## src/rtl/multiport_ram.sv

```systemverilog
// Purpose: RAM with nwr write ports (lowest index wins on a shared address) and one registered read port.
// Latency: writes 1 edge, reads 1 edge (q/q_valid), collision flag/count 1 edge; post-reset clear takes 2**widthad edges.
// Backpressure: none; requests are accepted on every RUN edge and ignored while init_busy is high.
//
// Ports:
//   clk, rst_n                 clock, asynchronous active-low reset
//   wren[nwr]                  per-port write enable
//   wraddress[nwr*widthad]     port i address at [i*widthad +: widthad]
//   data[nwr*width]            port i data at [i*width +: width]
//   rden, rdaddress            read request and address
//   q, q_valid                 registered read data, one-cycle valid per accepted read
//   init_busy                  clear sequence in progress
//   collision, collision_count one-cycle same-address write pulse, saturating cycle count
module multiport_ram #(
  parameter int width    = 8,
  parameter int widthad  = 4,
  parameter int nwr      = 2,
  parameter int rdw_mode = 0
) (
  input  logic                     clk,
  input  logic                     rst_n,
  input  logic [nwr-1:0]           wren,
  input  logic [nwr*widthad-1:0]   wraddress,
  input  logic [nwr*width-1:0]     data,
  input  logic                     rden,
  input  logic [widthad-1:0]       rdaddress,
  output logic [width-1:0]         q,
  output logic                     q_valid,
  output logic                     init_busy,
  output logic                     collision,
  output logic [15:0]              collision_count
);

  localparam int depth = 2 ** widthad;

  typedef enum logic {CLEAR, RUN} state_t;

  state_t             state, state_nxt;
  logic [widthad-1:0] ptr;
  logic [width-1:0]   mem [depth];

  logic [widthad-1:0] wa [nwr];
  logic [width-1:0]   wd [nwr];
  logic [nwr-1:0]     win;
  logic               coll_any;
  logic [width-1:0]   rd_val;
  logic               run;

  assign run       = (state == RUN);
  assign init_busy = (state == CLEAR);

  // A port wins its address unless a lower-indexed enabled port targets the
  // same address. Any enabled port that loses means the cycle collided.
  always_comb begin
    win      = '0;
    coll_any = 1'b0;
    for (int i = 0; i < nwr; i++) begin
      wa[i] = wraddress[i*widthad +: widthad];
      wd[i] = data[i*width +: width];
    end
    for (int i = 0; i < nwr; i++) begin
      win[i] = wren[i];
      for (int j = 0; j < i; j++) begin
        if (wren[j] && (wa[j] == wa[i])) win[i] = 1'b0;
      end
      if (wren[i] && !win[i]) coll_any = 1'b1;
    end
  end

  // Read data: array contents are the pre-write value; in new-data mode the
  // winning write to the same address is forwarded instead.
  always_comb begin
    rd_val = mem[rdaddress];
    if (rdw_mode != 0) begin
      for (int i = 0; i < nwr; i++) begin
        if (win[i] && (wa[i] == rdaddress)) rd_val = wd[i];
      end
    end
  end

  // Next-state logic: CLEAR leaves on the edge that clears the last entry.
  always_comb begin
    state_nxt = state;
    case (state)
      CLEAR:   if (ptr == {widthad{1'b1}}) state_nxt = RUN;
      RUN:     state_nxt = RUN;
      default: state_nxt = CLEAR;
    endcase
  end

  always_ff @(posedge clk or negedge rst_n) begin
    if (!rst_n) begin
      state <= CLEAR;
      ptr   <= '0;
    end else begin
      state <= state_nxt;
      if (state == CLEAR) ptr <= ptr + 1'b1;
    end
  end

  // Storage has no reset; the clear sequence zeroes it before first use.
  always_ff @(posedge clk) begin
    if (state == CLEAR) begin
      mem[ptr] <= '0;
    end else begin
      for (int i = 0; i < nwr; i++) begin
        if (win[i]) mem[wa[i]] <= wd[i];
      end
    end
  end

  always_ff @(posedge clk or negedge rst_n) begin
    if (!rst_n) begin
      q               <= '0;
      q_valid         <= 1'b0;
      collision       <= 1'b0;
      collision_count <= '0;
    end else begin
      q_valid   <= run && rden;
      collision <= run && coll_any;
      if (run && rden) q <= rd_val;
      if (run && coll_any && (collision_count != 16'hFFFF))
        collision_count <= collision_count + 16'd1;
    end
  end

endmodule

```

## config.mk

```make
export PLATFORM = sky130hd
export DESIGN_NAME = multiport_ram
export DESIGN_NICKNAME = d
export VERILOG_FILES = /design/src/rtl/multiport_ram.sv
export SDC_FILE = /design/constraint.sdc
export NUM_CORES = 1
export LEC_CHECK = 0
export CAP_MARGIN = 20
export CORE_MARGIN = 2
export CORE_UTILIZATION = 26
export DETAILED_ROUTE_END_ITERATION = 7
export PLACE_DENSITY = 0.44
export SLEW_MARGIN = 10
export SYNTH_ARGS = -nofsm -noshare
export SYNTH_HDL_FRONTEND = slang
export SYNTH_SLANG_ARGS = --single-unit
```

## constraint.sdc

```tcl
create_clock -name clk -period 3.5 [get_ports clk]
set_clock_uncertainty 0.1 [all_clocks]
set_input_delay 0.525 -clock clk [delete_from_list [all_inputs] [get_ports clk]]
set_output_delay 0.525 -clock clk [all_outputs]
set_load 0.01 [all_outputs]
```

# Word-level counts from Yosys, hierarchy flattened
# Memories as Yosys holds them, arrays and structs flattened. A register that Yosys moved wholly into a read port is not among the register bits.
# Index checks and enable logic that the tools add are counted.
[word_totals]
in_bits = 33
mem_bits_rw = 128
output_inout_bits = 27
mem_count = 1
reg_bits = 23
[classes]
mux = 14
n_bitwise = 1
n_eq_ne = 3
addsub = 2
reduce_logical = 8
[memory_table]
columns = ["name", "words", "word_bits", "read_ports", "rd_ports_with_merged_regs", "wr", "line_no", "text"]
rows = [
  ["mem", 16, 8, 1, 1, 2, "40", "logic [width-1:0] mem [depth];"],
]
[ops]
columns = ["cell", "count"]
rows = [
  ["$add A16 B1 Y16 const B", 1],
  ["$ne A16 B16 Y1 const B", 1],
  ["$mux W1", 11],
  ["$mux W8", 1],
  ["$reduce_or A8 Y1", 1],
  ["$logic_and A1 B1 Y1", 5],
  ["$add A4 B1 Y4 const B", 1],
  ["$eq A4 B4 Y1", 1],
  ["$eq A4 B4 Y1 const B", 1],
  ["$mux W4", 1],
  ["$logic_not A1 Y1", 2],
  ["$pmux W1 S2", 1],
  ["$not A1 Y1", 1],
]

# Depth between registers and ports, before layout
# Gate-level depths: netlist (run 1).
[logic_depth]
word_depth = 8
mapped_depth = 8

# Least setup slack after synthesis (run 1)
# No wires, ideal clock.
[synth_timing]
path_type = "register -> register"
startpoint = "register state, in the netlist run"
endpoint = "memory mem[10][0] (enable)"
synth_period_minus_slack_ps = 2471
required_time_ps = 3016
n_path_buf = 2
t_arrival_ps = 1987
path_stages_with_launch = 7
path_slack_ps = 1029
setup_ps = 384
path_cell_list = "dfrtp_1 > clkbuf_1 > clkbuf_1 > nand2_1 > nor3b_1 > a31oi_1 > o21ai_0"
[synth_rtl]
columns = ["element", "line_no", "text"]
rows = [
  ["from (decl)", "38", "state_t state, state_nxt;"],
  ["from (signal assigned)", "96", "state <= state_nxt;"],
  ["to (decl)", "40", ""],
]

==> results of run 1 <==
registers in the layout, summed over array words and instances (netlist names):
register         count
collision            1
q_valid              1
collision_count     16
q                    8
run                  1
ptr                  4
mem                128
per-layer routing:
| metal | vias to the layer above | global-route usage [%] | routed length [um] |
|---|---|---|---|
| li1 | 2397 | - | - |
| met1 | 2818 | 20.9 | 11600 |
| met2 | 134 | 24.6 | 11800 |
| met3 | 12 | 2.20 | 903 |
| met4 | 0 | 4.16 | 245 |
| met5 | - | 0 | 0 |
final timing paths:
kind	start	endpoint	depth (start not counted)
hold reg to reg	q[0]$_DFFE_PN0P_	q[0]$_DFFE_PN0P_	1
min in group asynchronous	rst_n	collision_count[14]$_DFFE_PN0P_	2
hold / removal	q[0]$_DFFE_PN0P_	q[0]$_DFFE_PN0P_	1
setup / recovery	wraddress[7]	mem[5][4]$_DFFE_PP_	7
max in group asynchronous	rst_n	q[4]$_DFFE_PN0P_	2
setup reg to reg	run$_DFF_PN0_	mem[3][5]$_DFFE_PP_	5
cell usage after synthesis (all sizes together) (2+ instances only):
master   number  share of area (%)
xor2          5               0.53
o21a          3               0.27
dfrtp        31                9.4
a211oi        5               0.45
o22ai         5               0.38
a211o         3               0.32
edfxtp      128                 46
mux2i         6               0.72
or2           3               0.23
ha            2               0.30
nor3b         6               0.54
o2111ai       3               0.32
nand3        25                2.1
a221o         5               0.60
o211ai        3               0.27
a31oi         7               0.53
mux4         19                5.2
o21ai        16               0.97
nor4          8               0.60
mux2        147                 20
a2111oi       5               0.53
buf          12               0.86
xnor2        15                1.7
nand2        16               0.72
nand4b        2               0.21
nand2b        5               0.38
nor2b        16                1.2
nor2         10               0.45
and3         12               0.91
nand4        10               0.75
clkbuf       28                1.3
inv           4               0.18
nor3          5               0.36
cells by family (layout without fill, tap and decap cells):
logic type	count (synthesis)	count (layout)	synth area share [%]
DFF	159	159	55.7
adders and majority gates	2	2	0.302
other	0	1	0
and+or+nand+nor	121	121	8.83
muxes	172	172	25.9
AOI/OAI and AO/OA	56	56	4.69
buffers and inverters	45	125	2.35
xor gates and xnor gates	20	20	2.20
layout make-up:
type / count / area, um2
fillers: 3040 / 21400
flip-flops and latches: 159 / 4620
multi-input cells: 371 / 3480
repair buffers: 88 / 793
well taps: 402 / 503
clock buffers: 18 / 429
clock inverters: 14 / 262
inverters: 5 / 18.8
diodes: 1 / 2.50
power groups by stage:
stage / clock network [mW] / logic, mW / registers (mW)
finish: 2.21 / 0.467 / 2.11
detailed placement: 0 / 0.468 / 2.15
floorplan: 0 / 0.251 / 2.15
CTS: 2.25 / 0.472 / 2.11
global placement: 0 / 0.462 / 2.15
global route: 2.32 / 0.505 / 2.11
stage by stage:
step | instances | area [um2]
2_1_floorplan | 575 | 8290
3_3_place_gp | 1024 | 9400
3_5_place_dp | 1025 | 9410
4_1_cts | 1057 | 10100
5_1_grt | 1057 | 10100
6_report | 1058 | 10100
==> results.toml, run 1 <==
[power]
seq_power_share_pct = 44.1
p_comb_share_pct = 9.7
power.share.clock_pct = 46.2
p_leak_nw = 3.76
sw_frac_of_total_pct = 22.4
total_power_mw = 4.79
p_per_area_nw_per_um2 = 474
ir_drop_mv = 0.315
switchingPower_mw = 1.07
intPower_mw = 3.72

[setup_path]
slowest_delay_ns = 0.66
crit_path_top_delay_cell = "clkdlybuf4s50_1"
endpoint_kind = "flip-flop"
path_cells = "clkdlybuf4s50_1, xnor2_1, nand3_1, or2_1, nand3_1, o21ai_0, buf_4"
r2r_slack_ns = 0.98
crit_fanout = 16
start_kind = "input pin"
crit_required_ns = 3.53
crit_family = "simple AND/OR/NAND/NOR gates"
crit_top_cell = "nand3_1"
cp.arrival_ns = 3.05
path_class = "in -> reg"
critPathBufInv = 2

[detailed_routing]
antenna_left = 0
drc_errors = 0
drt_iter0_drc = 314
wire_per_inst_um = 23.2
firstDrtPassIters = 5
vias_per_cell = 5.07
wl_um = 24500
vias = 5361

[die]
num_io_pins = 60
die_y_um = 183
rows = 65
die_area_um2 = 33300
dieWidth_um = 183
initial_core_util_pct = 26.3
core_um2 = 31500

[run_status]
status = "completed"

[cells_and_area]
final_common_cell = "mux2_2"
final_cell_mix = "mux2_2 (145), edfxtp_1 (128), clkdlybuf4s50_1 (56)"
utilization_pct = 32.1
drive_above_1_share_pct = 36.6
area_growth_pct = 21.9
nNetsFinal = 677

[synthesis]
ys_dominant_reg_cell = "edfxtp_1"
async_flop_share_pct = 19.5
synth_edf_count = 128
yosysWarnings = 0
ys_seq_elements = 159
synth_nets = 610
syn_area_per_cell_um2 = 14.4
synthDistinctLibCells = 45
syn_area_um2 = 8290
synth_seq_area_share_pct = 55.7
synthCells = 575

[grt]
grt_pass1_vias = 5496
overflow = 0
track_usage_pct = 15.1
grt_start_max_net_pins = 32
grt_first_pass_wirelength_um = 36600
antenna_found_initial = 0

[sta]
fmax_mhz = 332
slew_headroom_pct = 43.2
fin_crit_sh_pct = 86.1
layout_setup_ws_ns = 0.486
rsz0062_at_grt = "no"
setup_viol = 0
tightestPinTransition_ns = 0.849
fin_setup_tns_ns = 0
drv_slew = 0
hold_slack_ns = 0.395
finalCriticalPeriod_ns = 3.01
hold_viol = 0

[clocking]
path_clk_slew_ns = 0.06
insertion_delay_ns = 0.43
htreeDepth = 4
cts.sinks = 159
root_buffer = "clkbuf_16"
postCtsHoldBufs = 0
cts_tree = "built"
cts_resized = 0
post_cts_buffers = 0
clock_path_buffers = 2
cts_buffers = 17

[placed_design]
place_ws_ns = 0.0709
hpwl_um = 16700
gp_congestion = 0.804
port_buffers = 59

[hold_path]
worstHoldPathType = "reg -> reg"

[job]
maxCapViolations = 0
Note: power is estimated with default switching activity, not from simulation.
==> run 2, diff against run 1 <==
Settings changed: DONT_BUFFER_PORTS set to 1, GPL_ROUTABILITY_DRIVEN set to 0, PLACE_DENSITY 0.44 to unset, PLACE_DENSITY_LB_ADDON set to 0.1.
==> results.toml, run 2 (same netlist as run 1, synthesis figures left out) <==
[run_status]
status = "completed"

[cells_and_area]
nNetsFinal = 608
utilization_pct = 29.7
top_regs = "mem (128), collision_count (16), q (8)"
area_growth_pct = 12.8
finalInstanceArea_um2 = 9350
final_cell_mix = "mux2_2 (145), edfxtp_1 (128), dfrtp_1 (31)"
largest-register = "mem"
final_common_cell = "mux2_2"
largest_register_ffs = 128
drive_above_1_share_pct = 38.7
num_antenna_cells = 0

[sta]
hold_slack_ns = 0.212
finalCriticalPeriod_ns = 2.69
rsz0062_at_grt = "no"
fin_setup_tns_ns = 0
tightestPinTransition_ns = 1.04
drv_slew = 0
setup_viol = 0
fmax_mhz = 372
slew_headroom_pct = 30.2
fin_crit_sh_pct = 76.7
hold_viol = 0

[setup_path]
rr_worst_depth = 5
r2r-start = "run$_DFF_PN0_"
crit_fanout = 16
cp.arrival_ns = 2.64
startpoint = "wraddress[0]"
start_kind = "input pin"
crit_required_ns = 3.46
endpoint_kind = "flip-flop"
path_class = "in -> reg"

[die]
die_area_um2 = 33300
initial_core_util_pct = 26.3
dieWidth_um = 183
core_um2 = 31500
rows = 65
die_y_um = 183
num_io_pins = 60

[hold_path]
hold_depth = 1
hp-start = "data[8]"
worstHoldPathType = "in -> reg"

[grt]
antenna_found_initial = 0
track_usage_pct = 15.9
grt_pass1_vias = 5394
overflow = 0
grt_first_pass_wirelength_um = 37900
grt_start_max_net_pins = 46

[clocking]
postCtsHoldBufs = 2
cts_resized = 0
insertion_delay_ns = 0.43
cts_buffers = 17
cts.sinks = 159
root_buffer = "clkbuf_16"
cts_tree = "built"
htreeDepth = 4
path_clk_slew_ns = 0.07
clock_path_buffers = 2
post_cts_buffers = 0

[power]
p_leak_nw = 3.44
p_per_area_nw_per_um2 = 458
switchingPower_mw = 1.10
p_comb_share_pct = 7.2
seq_power_share_pct = 49.6
total_power_mw = 4.28
sw_frac_of_total_pct = 25.6
intPower_mw = 3.19
ir_drop_mv = 0.318
power.share.clock_pct = 43.2

[placed_design]
hpwl_um = 17100
place_area_um2 = 8740
port_buffers = 0

[detailed_routing]
wl_um = 25800
drt_iter0_drc = 334
wire_per_inst_um = 26.1
drc_errors = 0
firstDrtPassIters = 4
vias_per_cell = 5.08
vias = 5018
antenna_left = 0

[job]
maxCapViolations = 0
## run 2: changes by cell type in the layout (fill, tap and decap cells not counted), sizes merged
| cell | before | now |
|---|---|---|
| bufinv | 7 | 0 |
| clkbuf | 18 | 17 |
| dlygate4sd3 | 0 | 1 |
| clkdlybuf4s50 | 56 | 0 |
| inv | 5 | 13 |
| buf | 32 | 18 |
| diode | 1 | 0 |
## run 2: cell type report
class                      count  area [um2]
clock inverter                15         150
fill                        3144       22100
tap                          402         503
inverter                       5        18.8
multi-input combinational    371        3480
clock buffer                  17         425
sequential                   159        4620
timing repair buffer          19         158
## run 2: per-layer routing
| metal | GRT usage [%] | part of all wire [%] | vias up |
|---|---|---|---|
| met1 | 20.2 | 45 | 2655 |
| met2 | 27.7 | 50 | 89 |
| li1 | - | - | 2259 |
| met3 | 3.47 | 3.8 | 15 |
| met5 | 0 | 0 | - |
| met4 | 3.42 | 1.3 | 0 |
## run 2: power by group through the flow
| stage | Combinational (mW) | Sequential, mW | Clock, mW |
|---|---|---|---|
| after detailed placement | 0.299 | 2.16 | 0 |
| after CTS | 0.314 | 2.12 | 1.90 |
| after global placement | 0.297 | 2.16 | 0 |
| final | 0.309 | 2.12 | 1.85 |
| after global routing | 0.338 | 2.13 | 1.96 |
| after floorplan | 0.251 | 2.15 | 0 |
## run 2: per-stage QoR
stage	setup slack, ns	cells
floorplan	1.03	575
global route	0.590	988
global placement	0.365	953
CTS	0.488	988
detailed placement	0.312	954
finish	0.814	988
## run 2: worst max-delay path, cell delays in order
cell and delay, ns:
xnor2_1 0.11, nand3_1 0.15, or2_1 0.59, nand4b_1 0.59, o21ai_1 0.66
## run 2: path summary, 6_finish.rpt
path,slack (ns),end
min,0.21,mem[2][0]$_DFFE_PP_
min reg2reg,0.48,ptr[0]$_DFFE_PN0N_
max,0.81,mem[13][6]$_DFFE_PP_
max in group asynchronous,2.66,q[5]$_DFFE_PN0P_
min in group asynchronous,0.45,ptr[2]$_DFFE_PN0N_
max reg2reg,0.85,mem[7][6]$_DFFE_PP_
==> run 3, diff against run 2 <==
Clock period 3.5 ns to 2.6 ns, I/O delays scaled along.
==> results.toml, run 3 (same netlist as run 1, synthesis figures left out) <==
[run_status]
status = "completed"

[detailed_routing]
vias_per_cell = 5.03
drt_iter0_drc = 368
wl_um = 24800
antenna_left = 0
firstDrtPassIters = 5
wire_per_inst_um = 24.7
vias = 5070
drc_errors = 0

[power]
seq_power_share_pct = 46.4
intPower_mw = 4.87
p_comb_share_pct = 6.9
p_leak_nw = 3.59
p_per_area_nw_per_um2 = 638
power.share.clock_pct = 46.7
sw_frac_of_total_pct = 21.1
ir_drop_mv = 0.452
switchingPower_mw = 1.30
total_power_mw = 6.17

[grt]
antenna_found_initial = 0
grt_pass1_vias = 5363
track_usage_pct = 15.5
grt_first_pass_wirelength_um = 37100
overflow = 0
grt_start_max_net_pins = 46

[cells_and_area]
utilization_pct = 30.7
largest_register_ffs = 128
finalInstanceArea_um2 = 9660
num_antenna_cells = 0
final_common_cell = "mux2_2"
final_cell_mix = "mux2_2 (145), edfxtp_1 (128), dfrtp_1 (31)"
drive_above_1_share_pct = 40.3
top_regs = "mem (128), collision_count (16), q (8)"
largest-register = "mem"
area_growth_pct = 16.5
nNetsFinal = 627
instances_no_fill = 1007

[placed_design]
place_area_um2 = 8960
place_ws_ns = 0.230
port_buffers = 0
hpwl_um = 16900
placedCellCount = 973

[setup_path]
cp_num_cells = 6
crit_family = "simple AND/OR/NAND/NOR gates"
start_kind = "flip-flop"
path_class = "reg -> reg"
slowest_delay_ns = 0.61
path_cells = "buf_4, nand2_1, clkinv_1, nand2b_1, nor4_1, a221o_1"
crit_required_ns = 2.87
cp.arrival_ns = 2.57
crit_fanout = 10
rr_worst_depth = 6
endpoint_kind = "flip-flop"
crit_path_top_delay_cell = "nor4_1"
critPathBufInv = 2

[hold_path]
hold_depth = 1
worstHoldPathType = "in -> reg"

[clocking]
root_buffer = "clkbuf_16"
cts.sinks = 159
cts_tree = "built"
clock_path_buffers = 2
cts_buffers = 17
insertion_delay_ns = 0.43
htreeDepth = 4
cts_resized = 0
path_clk_slew_ns = 0.07

[die]
rows = 65
die_area_um2 = 33300
num_io_pins = 60
initial_core_util_pct = 26.3
die_y_um = 183
core_um2 = 31500
dieWidth_um = 183

[sta]
fin_setup_tns_ns = 0
hold_viol = 0
rsz0062_at_grt = "no"
setup_viol = 0
fin_crit_sh_pct = 88.4
fmax_mhz = 435
hold_slack_ns = 0.0797
tightestPinTransition_ns = 0.904
layout_setup_ws_ns = 0.301
finalCriticalPeriod_ns = 2.30
slew_headroom_pct = 39.7
drv_slew = 0

[job]
maxCapViolations = 0
run 3: path summary, 6_finish.rpt:
check                                  from  slack, ns             endpoint
hold reg to reg            q[7]$_DFFE_PN0P_       0.48     q[7]$_DFFE_PN0P_
max in group asynchronous             rst_n       1.89    q_valid$_DFF_PN0_
hold / removal                      data[8]       0.08  mem[2][0]$_DFFE_PP_
min in group asynchronous             rst_n       0.32   ptr[2]$_DFFE_PN0N_
setup / recovery              run$_DFF_PN0_       0.30     q[1]$_DFFE_PN0P_
setup reg to reg              run$_DFF_PN0_       0.30     q[1]$_DFFE_PN0P_
run 3: what timing repair did:
action                                 CTS  global route
endpoints found under the hold margin   31             0
buffers inserted                         0             0
hold buffers                             2             0
run 3: worst reg2reg max path: stages, from the launching register on:
cell,delay [ns]
dfrtp_1,0.41
buf_4,0.24
nand2_1,0.19
clkinv_1,0.25
nand2b_1,0.24
nor4_1,0.61
a221o_1,0.19
run 3: routing by layer:
metal,global-route usage (%),share of wire (%)
met2,25.1,48
met4,4.61,1.5
met3,3.81,4.4
met1,20.7,47
met5,0,0
run 3: power groups by stage:
stage | Combinational (mW) | Clock [mW] | Sequential [mW]
floorplan | 0.338 | 0 | 2.90
global placement | 0.408 | 0 | 2.91
detailed placement | 0.413 | 0 | 2.92
CTS | 0.432 | 2.95 | 2.86
global route | 0.467 | 3.06 | 2.87
finish | 0.427 | 2.88 | 2.86
run 3: cell type report:
| cell class | instances | area [um2] |
|---|---|---|
| Fill cell | 3122 | 21800 |
| Sequential cell | 159 | 4620 |
| Multi-Input combinational cell | 371 | 3480 |
| Tap cell | 402 | 503 |
| Clock buffer | 20 | 457 |
| Timing Repair Buffer | 38 | 375 |
| Clock inverter | 12 | 213 |
| Inverter | 5 | 18.8 |
